<file path="config.mk">
export PLATFORM = sky130hd
export DESIGN_NAME = reg8_share_arbiter
export DESIGN_NICKNAME = d
export VERILOG_FILES = /design/src/rtl/reg8_share_arbiter.sv
export SDC_FILE = /design/constraint.sdc
export NUM_CORES = 1
export LEC_CHECK = 0
export BUFFER_PORTS_ARGS = -buffer_cell sky130_fd_sc_hd__buf_4
export CAP_MARGIN = 20
export CORE_MARGIN = 5
export CORE_UTILIZATION = 49
export CTS_BUF_LIST = sky130_fd_sc_hd__clkbuf_4 sky130_fd_sc_hd__clkbuf_8
export CTS_CLUSTER_DIAMETER = 60
export CTS_CLUSTER_SIZE = 30
export DETAILED_ROUTE_END_ITERATION = 7
export PLACE_DENSITY = 0.81
export SYNTH_ARGS = -nofsm -noshare
export SYNTH_HDL_FRONTEND = slang
export SYNTH_SLANG_ARGS = --single-unit
</file>
<file path="constraint.sdc">
create_clock -name clk_i -period 2.9 [get_ports clk_i]
set_clock_uncertainty 0.15 [all_clocks]
set_input_delay 0.145 -clock clk_i [delete_from_list [all_inputs] [get_ports clk_i]]
set_output_delay 0.145 -clock clk_i [all_outputs]
set_load 0.005 [all_outputs]
</file>
<file path="src/rtl/reg8_share_arbiter.sv">
// rtl/reg8_share_arbiter.sv - round-robin write arbiter owning one shared register with a post-write hold window
// Optional REG8_ARB_OWNER_EN adds owner_o, the index of the requester that last wrote q_o.
module reg8_share_arbiter #(
    parameter int               NUM_REQ     = 4,
    parameter int               WIDTH       = 8,
    parameter int               HOLD_CYCLES = 2,
    parameter logic [WIDTH-1:0] RESET_VALUE = '0
) (
    input  logic                     clk_i,
    input  logic                     reset_i,
    input  logic [NUM_REQ-1:0]       req_valid_i,
    input  logic [NUM_REQ*WIDTH-1:0] req_data_i,
    output logic [NUM_REQ-1:0]       req_ready_o,
    output logic [WIDTH-1:0]         q_o,
    output logic                     q_upd_o,
    output logic                     busy_o
`ifdef REG8_ARB_OWNER_EN
    ,
    output logic [$clog2(NUM_REQ)-1:0] owner_o
`endif
);

    localparam int         IDXW      = $clog2(NUM_REQ);
    localparam logic [0:0] ST_IDLE   = 1'b0;
    localparam logic [0:0] ST_HOLD   = 1'b1;
    localparam logic [7:0] HOLD_INIT = (HOLD_CYCLES == 0) ? 8'd0 : 8'(HOLD_CYCLES - 1);

    logic [0:0]      state_q, state_d;
    logic [7:0]      hold_cnt_q, hold_cnt_d;
    logic [IDXW-1:0] ptr_q, ptr_d;
    logic [WIDTH-1:0] q_q, q_d;
    logic            q_upd_q, q_upd_d;
    logic            found;
    logic [IDXW-1:0] winner;
    logic            transfer;

    // Scan starts at the pointer and wraps, so the last writer has lowest priority next time.
    always_comb begin : pick
        logic [IDXW-1:0] idx;
        found  = 1'b0;
        winner = '0;
        idx    = '0;
        for (int k = 0; k < NUM_REQ; k++) begin
            idx = IDXW'((int'(ptr_q) + k) % NUM_REQ);
            if (!found && req_valid_i[idx]) begin
                found  = 1'b1;
                winner = idx;
            end
        end
    end

    always_comb begin
        req_ready_o = '0;
        if (!reset_i && state_q == ST_IDLE && found) begin
            req_ready_o[winner] = 1'b1;
        end
    end

    assign transfer = |req_ready_o;

    always_comb begin
        state_d    = state_q;
        hold_cnt_d = hold_cnt_q;
        ptr_d      = ptr_q;
        q_d        = q_q;
        q_upd_d    = transfer;
        case (state_q)
            ST_IDLE: begin
                if (transfer) begin
                    q_d   = req_data_i[int'(winner)*WIDTH +: WIDTH];
                    ptr_d = (int'(winner) == NUM_REQ - 1) ? '0 : winner + 1'b1;
                    if (HOLD_CYCLES != 0) begin
                        state_d    = ST_HOLD;
                        hold_cnt_d = HOLD_INIT;
                    end
                end
            end
            default: begin
                if (hold_cnt_q == 8'd0) begin
                    state_d = ST_IDLE;
                end else begin
                    hold_cnt_d = hold_cnt_q - 8'd1;
                end
            end
        endcase
    end

    always_ff @(posedge clk_i) begin
        if (reset_i) begin
            state_q    <= ST_IDLE;
            hold_cnt_q <= 8'd0;
            ptr_q      <= '0;
            q_q        <= RESET_VALUE;
            q_upd_q    <= 1'b0;
        end else begin
            state_q    <= state_d;
            hold_cnt_q <= hold_cnt_d;
            ptr_q      <= ptr_d;
            q_q        <= q_d;
            q_upd_q    <= q_upd_d;
        end
    end

    assign q_o     = q_q;
    assign q_upd_o = q_upd_q;
    assign busy_o  = (state_q == ST_HOLD);

`ifdef REG8_ARB_OWNER_EN
    logic [IDXW-1:0] owner_q;

    always_ff @(posedge clk_i) begin
        if (reset_i) begin
            owner_q <= '0;
        end else if (transfer) begin
            owner_q <= winner;
        end
    end

    assign owner_o = owner_q;
`endif

endmodule

</file>
* Word level (Yosys, flattened, before mapping)
Index checks and enable logic that the tools add are counted.
W data, S select, Z words.
** Cells by class
- Add/sub/neg operators :: 5
- Order comparisons :: 6
- Equality and inequality tests :: 2
- Shifts and indexed selects :: 1
- Multiplexer cells :: 26
- Bitwise operators :: 1
- Reduce and logical (&&, ||, !) cells :: 15
** Operators with widths (count)
- $shiftx A32 B6 Y8 :: 1
- $mux W8 :: 3
- $lt A2 B3 Y1 const B :: 5
- $mux W1 :: 12
- $mux W2 :: 5
- $bmux W1 S2 :: 4
- $logic_not A8 Y1 :: 1
- $sub A8 B1 Y8 const B :: 1
- $logic_and A1 B1 Y1 :: 6
- $add A2 B1 Y2 const B :: 2
- $add A2 B2 Y2 const B :: 2
- $logic_not A1 Y1 :: 4
- $mux W4 :: 1
- $reduce_and A2 Y1 :: 2
- $reduce_or A4 Y1 :: 1
- $demux W1 S2 :: 1
- $eq A2 B1 Y1 const B :: 1
- $ge A2 B1 Y1 const B :: 1
- $ne A2 B2 Y1 const B :: 1
- $reduce_bool A2 Y1 :: 1
- $not A1 Y1 :: 1
** Word-level totals
- Register bits after elaboration :: 20
- Input port bits :: 38
- Output and inout bits :: 14

* Logic depth before layout (Yosys ltp)
Gate-level depths: netlist of run 1.
- Word-level depth :: 20
- Depth in mapped cells :: 12

* Worst setup path before layout of run 1
Ideal clock, no wire load.
- Kind :: reg-to-reg
- Start point :: register ptr_q[0]
- End point :: register hold_cnt_q[0]
- Setup time :: 0.135 ns
- Data arrival time :: 2.293 ns
- Required time :: 2.615 ns
- Setup slack :: 0.321 ns
- Stages on the path, launching flop included :: 11
- Buffers on the path :: 0
- Cells stage by stage :: dfxtp_1 -> inv_1 -> a22o_1 -> a211oi_2 -> inv_1 -> ha_1 -> or3_1 -> o21ai_4 -> inv_4 -> nor3_1 -> a211oi_1
** On the way
- Cells in the longest elaborated chain, start to end :: 20
** RTL lines
- from (decl) :: RTL line 30 : logic [IDXW-1:0] ptr_q, ptr_d;
- from (signal assigned) :: RTL line 98 : ptr_q <= ptr_d;
- parallel branches: the longest is 16 deep, another holds $lt A2 B3 Y1
- $mux W4 * :: RTL line 54 : if (!reset_i && state_q == ST_IDLE && found) begin
- $reduce_or A4 Y1 * :: RTL line 59 : assign transfer = |req_ready_o;
- $reduce_bool A2 Y1 (no source line) *
- $reduce_and A2 Y1 (no source line) *
- to (signal assigned) :: RTL line 97 : hold_cnt_q <= hold_cnt_d;
- to (decl) :: RTL line 29 : logic [7:0] hold_cnt_q, hold_cnt_d;
Mark *: on every way between the ends. The select of a mux whose other input is x is not followed.
A chain may end at the register's enable or synchronous reset.

* Final worst setup path of run 1
- Start point :: register ptr_q[0]
- End point :: register hold_cnt_q[3]
The elaborated chain is that of the path after synthesis.

==> summary.md, run 1 <==
| Metric | Value |
|---|---|
| Reg2reg path depth | `10` |
| Die height | `60.7 µm` |
| Hold slack | `1.97 ps` |
| Starting density of the core | `50.8%` |
| Die footprint | `3680 µm²` |
| VDD IR-drop max | `0.340 mV` |
| H-Tree Depth | `1` |
| Final RePlAce weighted congestion | `0.909` |
| Top cell type by total area after synthesis | `dfxtp_1` |
| Post-Route WL | `3360 µm` |
| Core ar. | `2480 µm²` |
| Post-synth EDFFs | `0` |
| Crit path buf inv count | `3` |
| Rows | `18` |
| Crit-path most repeated cell | `inv_1` |
| Yosys cell types | `38` |
| First-pass GRT wire length | `5170 µm` |
| Diodes inserted | `0` |
| CP peak stage delay | `410 ps` |
| Number of CTS-inserted buffers | `3` |
| Top cells by area, synth | `dfxtp_1, mux2i_1, o221ai_1` |
| Layout cells sized above 1 | `34.0%` |
| Final hold violations | `0` |
| Max cap viols | `0` |
| Hold Crit Depth | `3` |
| Post-DRT Antenna Nets | `0` |
| Clk sinks | `20` |
| Max Slew Vio Count | `0` |
| Top Family by Delay on Critical Path | `compound AO/OA/AOI/OAI gates` |
| Fill cell count | `212` |
| RSZ-0062 raised after global routing | `false` |
| Area occupied by multi-input gates | `795 µm²` |
| Worst Tran Pin Value | `358 ps` |
| Avg WL per Cell | `14.8 µm` |
| GRT overflow | `0` |
| Register area | `400 µm²` |
| Vias | `1,255` |
| CTS tree | `built` |
| Syn. warnings | `0` |
| Clock root buffer | `clkbuf_4` |
| Max Fanout on Critical Path | `18` |
| Setup TNS Final | `0 ps` |
| Tcrit/Tclk final | `91.5%` |
| Maximum clock rate | `377 MHz` |
| LEAKAGE | `0.000759 µW` |
| Crit path DAT | `2720 ps` |
| CTS Buffer Depth | `2` |
| IO Pins | `52` |
| Share of the synthesized area in the top cell type | `31.8%` |
| Iteration-0 DRC Markers | `53` |
| Post-Place Worst Slack | `195 ps` |
| CP max stage cell | `or3_1` |
| Critical path required time | `2970 ps` |
| Gate Count Post-Synth | `142` |
| CP startpoint kind | `register` |
| Final worst slack | `246 ps` |
| Max-slew headroom | `75.9%` |
| Critical path class | `reg2reg` |
| Area growth from synthesis to layout | `38.6%` |
| Critical R2R Capture | `hold_cnt_q[3]` |
| Final core occ | `70.4%` |
| Outcome | `finished clean` |
| DPL Wire Length | `2520 µm` |
| Die width | `60.7 µm` |
| Worst skew pair latency | `300 ps` |
| Drt pass-1 iters | `4` |
| Hold Crit Start | `req_data_i[7]` |
| Initial antenna violation count | `0` |
| CP Capture Type | `register` |
| I/O Buffers | `51` |
| Largest net degree at the start of global routing | `22` |
| GRT Resource Usage Total | `18.3%` |
| Post-synthesis sequential area ratio | `31.8%` |
| # setup viols final | `0` |
| CP Cell Sequence | `inv_1 > a22o_1 > a211oi_4 > inv_1 > ha_1 > or3_1 > o21ai_4 > buf_6 > a21oi_1 > o32ai_1` |
| Post-Synthesis Net Count | `184` |
| Top_reg_cell synth | `dfxtp_1` |
| Vias in the first global route | `1,205` |
| RR Startpoint | `ptr_q[0]` |
| DR vias/cell | `5.53` |
| R2R setup slack | `250 ps` |
| Min Tclk post-route | `2650 ps` |
| Hold EP | `q_o[7]` |
| Hold WC Path Type | `in2reg` |
| Cell Area, Synth | `1260 µm²` |
| Residual DRC | `0` |
| Async S/R FF share, synth | `0%` |
| Clock-pin slew on the worst setup and hold paths | `110 ps` |
| Nets | `241` |
| Pwr dens | `532 nW/µm²` |
| Synth Register Bits | `20` |
| Syn Area/Cell | `8.86 µm²` |
layer usage:
layer / wire [µm] / global-route usage (%)
met2: 1720 / 31.3
met1: 1460 / 22.7
met5: 0 / 0
met3: 135 / 2.98
met4: 51 / 7.43
cell usage after synthesis, types with 2 or more instances:
cell type / number
dfxtp_1: 20
mux2i_1: 16
a21oi_1: 11
nand3b_1: 9
inv_1: 8
nor2_1: 8
o221ai_1: 8
nor3_1: 6
nand2_1: 5
nand3_1: 5
a31oi_1: 4
and2_1: 4
ha_1: 4
nand2b_1: 3
buf_4: 2
clkbuf_1: 2
nand2_4: 2
nor3b_1: 2
nor4_1: 2
o21ai_0: 2
or3_1: 2
cells in the final DEF (no fill, tap or decap), drive strengths merged:
master / instances
a211o: 1
clkbuf: 3
nand2: 7
a21oi: 12
a31oi: 4
nand3: 5
dlygate4sd3: 5
nor2: 8
nand3b: 9
inv: 9
or3: 2
a22o: 1
nor3: 7
or4b: 1
dfxtp: 20
o21ai: 4
o21a: 1
o32ai: 1
nor2b: 1
o221ai: 8
nor4: 2
and2: 5
buf: 53
nor4bb: 1
nor3b: 2
mux2i: 16
ha: 4
a211oi: 2
nand2b: 3
area by class of cell:
class,instances,share of cell area [%]
clock buffers,3,1.29
inverters,9,2.08
multi-input cells,107,45.6
flip-flops and latches,20,23.0
well taps,30,2.15
repair buffers,58,25.9
through the flow:
stage          cells  cell area (µm²)  total power (µW)
2_1_floorplan    142             1260               628
3_3_place_gp     219             1660               770
3_5_place_dp     219             1660               783
4_1_cts          225             1710               922
5_1_grt          227             1740               997
6_report         227             1740               928
report_power, final:
part | leakage (µW) | internal, µW | switching [µW]
sequential | 0.000164 | 327 | 45.5
combinational | 0.000581 | 219 | 203
clock | 0.0000138 | 48.5 | 83.9
total | 0.000759 | 595 | 333
cells by family (layout without fill, tap and decap cells):
| logic type | count (synthesis) | after routing | synth area share, % |
|---|---|---|---|
| simple gates | 53 | 53 | 25.9 |
| flops | 20 | 20 | 31.8 |
| buf+inv | 15 | 70 | 5.87 |
| mux | 16 | 16 | 12.7 |
| fa+ha+maj | 4 | 4 | 3.98 |
| compound gates | 34 | 34 | 19.7 |
repair_timing:
action                     CTS  global route
gates resized for setup      0             2
hold endpoints to repair     3             1
hold buffers                 3             2
setup buffers                0             0
setup endpoints to repair    0            14
worst max path at each step:
stage             start       endpoint  slack [ps]  cells after the start
5_1_grt        ptr_q[0]  hold_cnt_q[3]          20                     10
4_1_cts        ptr_q[0]  hold_cnt_q[3]         160                     10
6_report       ptr_q[0]  hold_cnt_q[3]         250                     10
3_3_place_gp   ptr_q[0]  hold_cnt_q[5]         280                     10
3_5_place_dp   ptr_q[0]  hold_cnt_q[3]         190                     10
2_1_floorplan  ptr_q[0]  hold_cnt_q[0]         320                     10
registers in the layout, summed over array words and instances, names as in the netlist:
| signal | cells |
|---|---|
| hold_cnt_q | 8 |
| q_o | 8 |
| ptr_q | 2 |
| busy_o | 1 |
| q_upd_o | 1 |
worst register-to-register path, delay by kind of cell, from the launching register on:
family                   cells  cell delay [ps]
AO/OA/AOI/OAI                5              970
adder cells (fa/ha/maj)      1              230
buffers and inverters        3              430
flip-flops                   1              400
AND/OR/NAND/NOR              1              410
(Power assumes the default switching activity.)
==> run 2, diff against run 1 <==
--- a/config.mk
+++ b/config.mk
@@ -5,15 +5,16 @@
 export SDC_FILE = /design/constraint.sdc
 export NUM_CORES = 1
 export LEC_CHECK = 0
+export ABC_AREA = 1
 export BUFFER_PORTS_ARGS = -buffer_cell sky130_fd_sc_hd__buf_4
 export CAP_MARGIN = 20
 export CORE_MARGIN = 5
-export CORE_UTILIZATION = 49
+export CORE_UTILIZATION = 54
 export CTS_BUF_LIST = sky130_fd_sc_hd__clkbuf_4 sky130_fd_sc_hd__clkbuf_8
 export CTS_CLUSTER_DIAMETER = 60
 export CTS_CLUSTER_SIZE = 30
 export DETAILED_ROUTE_END_ITERATION = 7
-export PLACE_DENSITY = 0.81
+export PLACE_DENSITY = 0.82
 export SYNTH_ARGS = -nofsm -noshare
 export SYNTH_HDL_FRONTEND = slang
 export SYNTH_SLANG_ARGS = --single-unit
==> summary.md, run 2 <==
| Metric | Value |
|---|---|
| Outcome | `finished clean` |
| Core ar. | `3340 µm²` |
| Layout cells sized above 1 | `26.3%` |
| Synth Register Bits | `20` |
| Area growth from synthesis to layout | `25.3%` |
| Syn Area/Cell | `6.02 µm²` |
| Crit path DAT | `2760 ps` |
| Clock root buffer | `clkbuf_4` |
| Largest net degree at the start of global routing | `18` |
| Worst Tran Pin Value | `365 ps` |
| H-Tree Depth | `1` |
| Clk sinks | `20` |
| Vias | `1,946` |
| Top cell type by total area after synthesis | `dfxtp_1` |
| Drt pass-1 iters | `5` |
| First-pass GRT wire length | `7350 µm` |
| GRT overflow | `0` |
| Vias in the first global route | `1,767` |
| Worst skew pair latency | `310 ps` |
| Leading cell type in the layout, fill and taps excluded | `nand2_1` |
| Number of CTS-inserted buffers | `3` |
| Rows | `21` |
| Post-Place Worst Slack | `174 ps` |
| CTS Buffer Depth | `2` |
| Design area | `2310 µm²` |
| Reg2reg path depth | `16` |
| Setup TNS Final | `0 ps` |
| R2R setup slack | `210 ps` |
| Share of the synthesized area in the top cell type | `21.7%` |
| Clock-pin slew on the worst setup and hold paths | `120 ps` |
| Postcts setup bufs | `0` |
| Iteration-0 DRC Markers | `102` |
| Tcrit/Tclk final | `92.7%` |
| Post-synthesis sequential area ratio | `21.7%` |
| RR Startpoint | `ptr_q[0]` |
| Post-DRT Antenna Nets | `0` |
| LEAKAGE | `0.00138 µW` |
| Maximum clock rate | `372 MHz` |
| Final RePlAce weighted congestion | `0.944` |
| Yosys cell types | `26` |
| Min Tclk post-route | `2690 ps` |
| Post-synth EDFFs | `0` |
| Max-slew headroom | `75.6%` |
| Most frequent cell after synthesis | `nand2_1` |
| Critical Path Start | `ptr_q[0]` |
| Async S/R FF share, synth | `0%` |
| IO Pins | `52` |
| Initial antenna violation count | `0` |
| VDD IR-drop max | `0.477 mV` |
| Die footprint | `4690 µm²` |
| Post-Route WL | `4380 µm` |
| CP startpoint kind | `register` |
| Die width | `68.5 µm` |
| CTS tree | `built` |
| Top_reg_cell synth | `dfxtp_1` |
| Syn. warnings | `0` |
| Critical path required time | `2970 ps` |
| Gate Count Post-Synth | `307` |
| Final worst slack | `211 ps` |
| Post-Synthesis Net Count | `349` |
| Diodes inserted | `0` |
| Max cap viols | `0` |
| Critical path class | `reg2reg` |
| I/O Buffers | `51` |
| Starting density of the core | `55.4%` |
| Final hold violations | `0` |
| Most frequent cells in the layout | `nand2_1, inv_1, buf_4, nand3_1, dfxtp_1` |
| Max Slew Vio Count | `0` |
| RSZ-0062 raised after global routing | `false` |
| Die height | `68.5 µm` |
| Dpl cell area | `2260 µm²` |
| Critical R2R Capture | `q_o[0]` |
| Top cells by area, synth | `dfxtp_1, nand2_1, inv_1` |
| Fill cell count | `284` |
| Pwr dens | `1040 nW/µm²` |
| Max Fanout on Critical Path | `11` |
| DR vias/cell | `4.78` |
| Post-synth top cells | `nand2_1, inv_1, nand3_1, dfxtp_1` |
| CP Capture Type | `register` |
| # setup viols final | `0` |
| DPL Wire Length | `3570 µm` |
| Nets | `404` |
| Avg WL per Cell | `10.8 µm` |
| GRT Resource Usage Total | `20.3%` |
| Crit path to | `q_o[0]` |
| Residual DRC | `0` |
| Hold WC Path Type | `in2reg` |
| Cell Area, Synth | `1850 µm²` |
-- run 2: worst min-delay path by stage --
| stage | depth (start not counted) | slack, ps | from | end |
|---|---|---|---|---|
| final | 7 | 100 | req_data_i[12] | q_o[4] |
| after global routing | 7 | 110 | req_data_i[15] | q_o[7] |
| after CTS | 7 | 100 | req_data_i[15] | q_o[7] |
| after detailed placement | 2 | 230 | reset_i | hold_cnt_q[5] |
| after global placement | 2 | 230 | reset_i | hold_cnt_q[5] |
| after floorplan | 0 | 280 | q_upd_o | q_upd_o |
-- run 2: area by class of cell --
cell class	count	area, µm²	area share (%)
Multi-Input combinational cell	196	1060	45.8
Tap cell	46	57.6	2.49
Inverter	82	308	13.3
Clock buffer	4	36.3	1.57
Timing Repair Buffer	59	449	19.4
Sequential cell	20	403	17.4
-- run 2: kinds of logic after synthesis --
| group | Yosys count | share of synthesized area (%) |
|---|---|---|
| AND/OR/NAND/NOR | 174 | 48.1 |
| XOR/XNOR | 2 | 0.948 |
| flip-flops | 20 | 21.7 |
| buffers and inverters | 91 | 20.9 |
| AO/OA/AOI/OAI | 16 | 5.62 |
| adder cells (fa/ha/maj) | 4 | 2.71 |
-- run 2: timing repair --
action,4_1_cts,5_1_grt
hold buffers,1,0
resized for setup,0,3
setup endpoints to repair,0,12
hold endpoints to repair,6,0
-- run 2: worst max-delay path: stages, from the launching register on --
cell      delay [ps]
dfxtp_2          370
buf_4            180
nand2_1           90
nand3_2          110
nand2_2           90
inv_2            110
nand3_4          160
nand3_4          170
inv_2            100
ha_1             250
o311ai_4         290
buf_4            240
nand3_2           80
nand2_1           70
clkinv_1          60
nand2_1           60
inv_1             40
-- run 2: per-stage QoR --
step / util, % / hold WS, ps / std cells / total power, µW
after CTS: 69.2 / 95.3 / 407 / 2400
final: 69.4 / 101 / 407 / 2410
after global placement: 67.8 / 228 / 402 / 2180
after global routing: 69.4 / 114 / 407 / 2670
after detailed placement: 67.8 / 231 / 402 / 2220
after floorplan: - / 279 / 307 / 1830
-- run 2: metal layers --
| layer | GRT usage, % | part of all wire [%] | vias to the layer above |
|---|---|---|---|
| met5 | 0 | 0 | - |
| met4 | 7.94 | 2.9 | 0 |
| met3 | 3.40 | 6.6 | 12 |
| met2 | 32.7 | 44 | 79 |
| met1 | 26.9 | 46 | 811 |
| li1 | - | - | 1044 |
-- run 2: power by group --
group	leakage [µW]	internal, µW	switching, µW	total [µW]
Combinational	0.00119	693	1110	1810
Clock	0.0000210	76.6	88.8	165
Sequential	0.000165	372	62.4	434
==> run 3, diff against run 2 <==
==> constraint.sdc (replaced) <==
create_clock -name clk_i -period 2.9 [get_ports clk_i]
set_clock_uncertainty 0.15 [all_clocks]
set_input_delay 0.29 -clock clk_i [delete_from_list [all_inputs] [get_ports clk_i]]
set_output_delay 0.29 -clock clk_i [all_outputs]
set_load 0.005 [all_outputs]
==> summary.md, run 3 (synthesis gave the netlist of run 2 again) <==
| Metric | Value |
|---|---|
| CP startpoint kind | `register` |
| Clock-pin slew on the worst setup and hold paths | `120 ps` |
| RSZ-0062 raised after global routing | `false` |
| Iteration-0 DRC Markers | `103` |
| # setup viols final | `0` |
| Post-DRT Antenna Nets | `0` |
| VDD IR-drop max | `0.479 mV` |
| DPL Wire Length | `3570 µm` |
| Layout cells sized above 1 | `26.7%` |
| Worst Tran Pin Value | `371 ps` |
| Top Family by Delay on Critical Path | `simple AND/OR/NAND/NOR gates` |
| Fill cell count | `288` |
| Hold WC Path Type | `in2reg` |
| Die height | `68.5 µm` |
| Drt pass-1 iters | `4` |
| Final RePlAce weighted congestion | `0.944` |
| Final core occ | `69.2%` |
| Min Tclk post-route | `2690 ps` |
| CP Capture Type | `register` |
| Maximum clock rate | `372 MHz` |
| CP peak stage delay | `370 ps` |
| CP max stage cell | `dfxtp_2` |
| Largest net degree at the start of global routing | `18` |
| Starting density of the core | `55.4%` |
| Die width | `68.5 µm` |
| Avg WL per Cell | `10.7 µm` |
| Final hold violations | `0` |
| Die footprint | `4690 µm²` |
| Clock root buffer | `clkbuf_4` |
| Dpl cell area | `2260 µm²` |
| Worst skew pair latency | `310 ps` |
| Critical path required time | `2970 ps` |
| Tcrit/Tclk final | `92.7%` |
| Nets | `403` |
| Vias | `1,948` |
| Most frequent cells in the layout | `nand2_1, inv_1, buf_4, nand3_1, dfxtp_1` |
| Critical path depth in cells | `16` |
| Rows | `21` |
| Diodes inserted | `0` |
| Max Slew Vio Count | `0` |
| Crit path buf inv count | `5` |
| Post-Route WL | `4330 µm` |
| CTS tree | `built` |
| Crit-path most repeated cell | `nand2_1` |
| Max-slew headroom | `75.3%` |
| Max cap viols | `0` |
| Leading cell type in the layout, fill and taps excluded | `nand2_1` |
| Max Fanout on Critical Path | `11` |
| Vias in the first global route | `1,747` |
| Clk sinks | `20` |
| Critical path class | `reg2reg` |
| Initial antenna violation count | `0` |
| Final worst slack | `211 ps` |
| Core ar. | `3340 µm²` |
| IO Pins | `52` |
| Hold slack | `42.7 ps` |
| First-pass GRT wire length | `7320 µm` |
| Reg2reg path depth | `16` |
| Residual DRC | `0` |
| GRT overflow | `0` |
| Hold Crit Depth | `2` |
| Pwr dens | `1040 nW/µm²` |
| CTS Buffer Depth | `2` |
| Outcome | `finished clean` |
| I/O Buffers | `51` |
| Crit path DAT | `2760 ps` |
| Number of CTS-inserted buffers | `3` |
| Postcts setup bufs | `0` |
| Post-Place Worst Slack | `174 ps` |
| Setup TNS Final | `0 ps` |
| LEAKAGE | `0.00137 µW` |
| DR vias/cell | `4.80` |
| H-Tree Depth | `1` |
| Area growth from synthesis to layout | `25.0%` |
| CP Cell Sequence | `buf_4 > nand2_1 > nand3_2 > nand2_2 > inv_2 > nand2_2 > nand2_4 > nand3_4 > ha_1 > o311ai_4 > buf_4 > nand3_2 > nand2_1 > clkinv_1 > nand2_1 > inv_1` |
| GRT Resource Usage Total | `20.2%` |
| Design area | `2310 µm²` |
==> run 3: cell count changes in the layout (fill, tap and decap cells not counted), sizes merged <==
cell and delta:
dlygate4sd3 -1
==> run 3: metal layers <==
layer  global-route usage [%]  wire length [µm]
met5                        0                 0
met3                     3.40               266
met4                     7.94                89
met1                     27.1              1990
met2                     32.2              1990
==> run 3: worst register-to-register path, stage by stage (launching register included) <==
cell      delay [ps]
dfxtp_2          370
buf_4            180
nand2_1           90
nand3_2          110
nand2_2           90
inv_2            110
nand2_2           80
nand2_4          120
nand3_4          140
ha_1             270
o311ai_4         350
buf_4            240
nand3_2           80
nand2_1           70
clkinv_1          60
nand2_1           60
inv_1             40
==> run 3: area by class of cell <==
type / instances / area, µm² / area share [%]
flip-flops and latches: 20 / 403 / 17.4
well taps: 46 / 57.6 / 2.49
multi-input cells: 196 / 1060 / 46.0
inverters: 82 / 310 / 13.4
clock buffers: 4 / 36.3 / 1.57
repair buffers: 58 / 439 / 19.0
==> run 3: power by group <==
part	internal (µW)	leakage [µW]	switching, µW
registers	372	0.000165	63.3
clock network	76.6	0.0000210	88.6
logic	696	0.00119	1110
total	1150	0.00137	1260
==> run 3: repair_timing <==
action	in CTS	in global routing
hold buffers	0	0
endpoints found under the setup margin	0	13
resized for setup	0	5
==> run 3: path summary, 6_finish.rpt <==
path	start	slack, ps	to
worst max register to register	ptr_q[0]	210	q_o[0]
worst max-delay path	ptr_q[0]	210	q_o[0]
worst min register to register	hold_cnt_q[0]	340	hold_cnt_q[0]
worst min-delay path	reset_i	40	hold_cnt_q[5]
==> run 3: through the flow <==
| step | instances | power (µW) |
|---|---|---|
| global route | 406 | 2680 |
| finish | 406 | 2410 |
| floorplan | 307 | 1830 |
| CTS | 406 | 2400 |
| detailed placement | 402 | 2220 |
| global placement | 402 | 2180 |
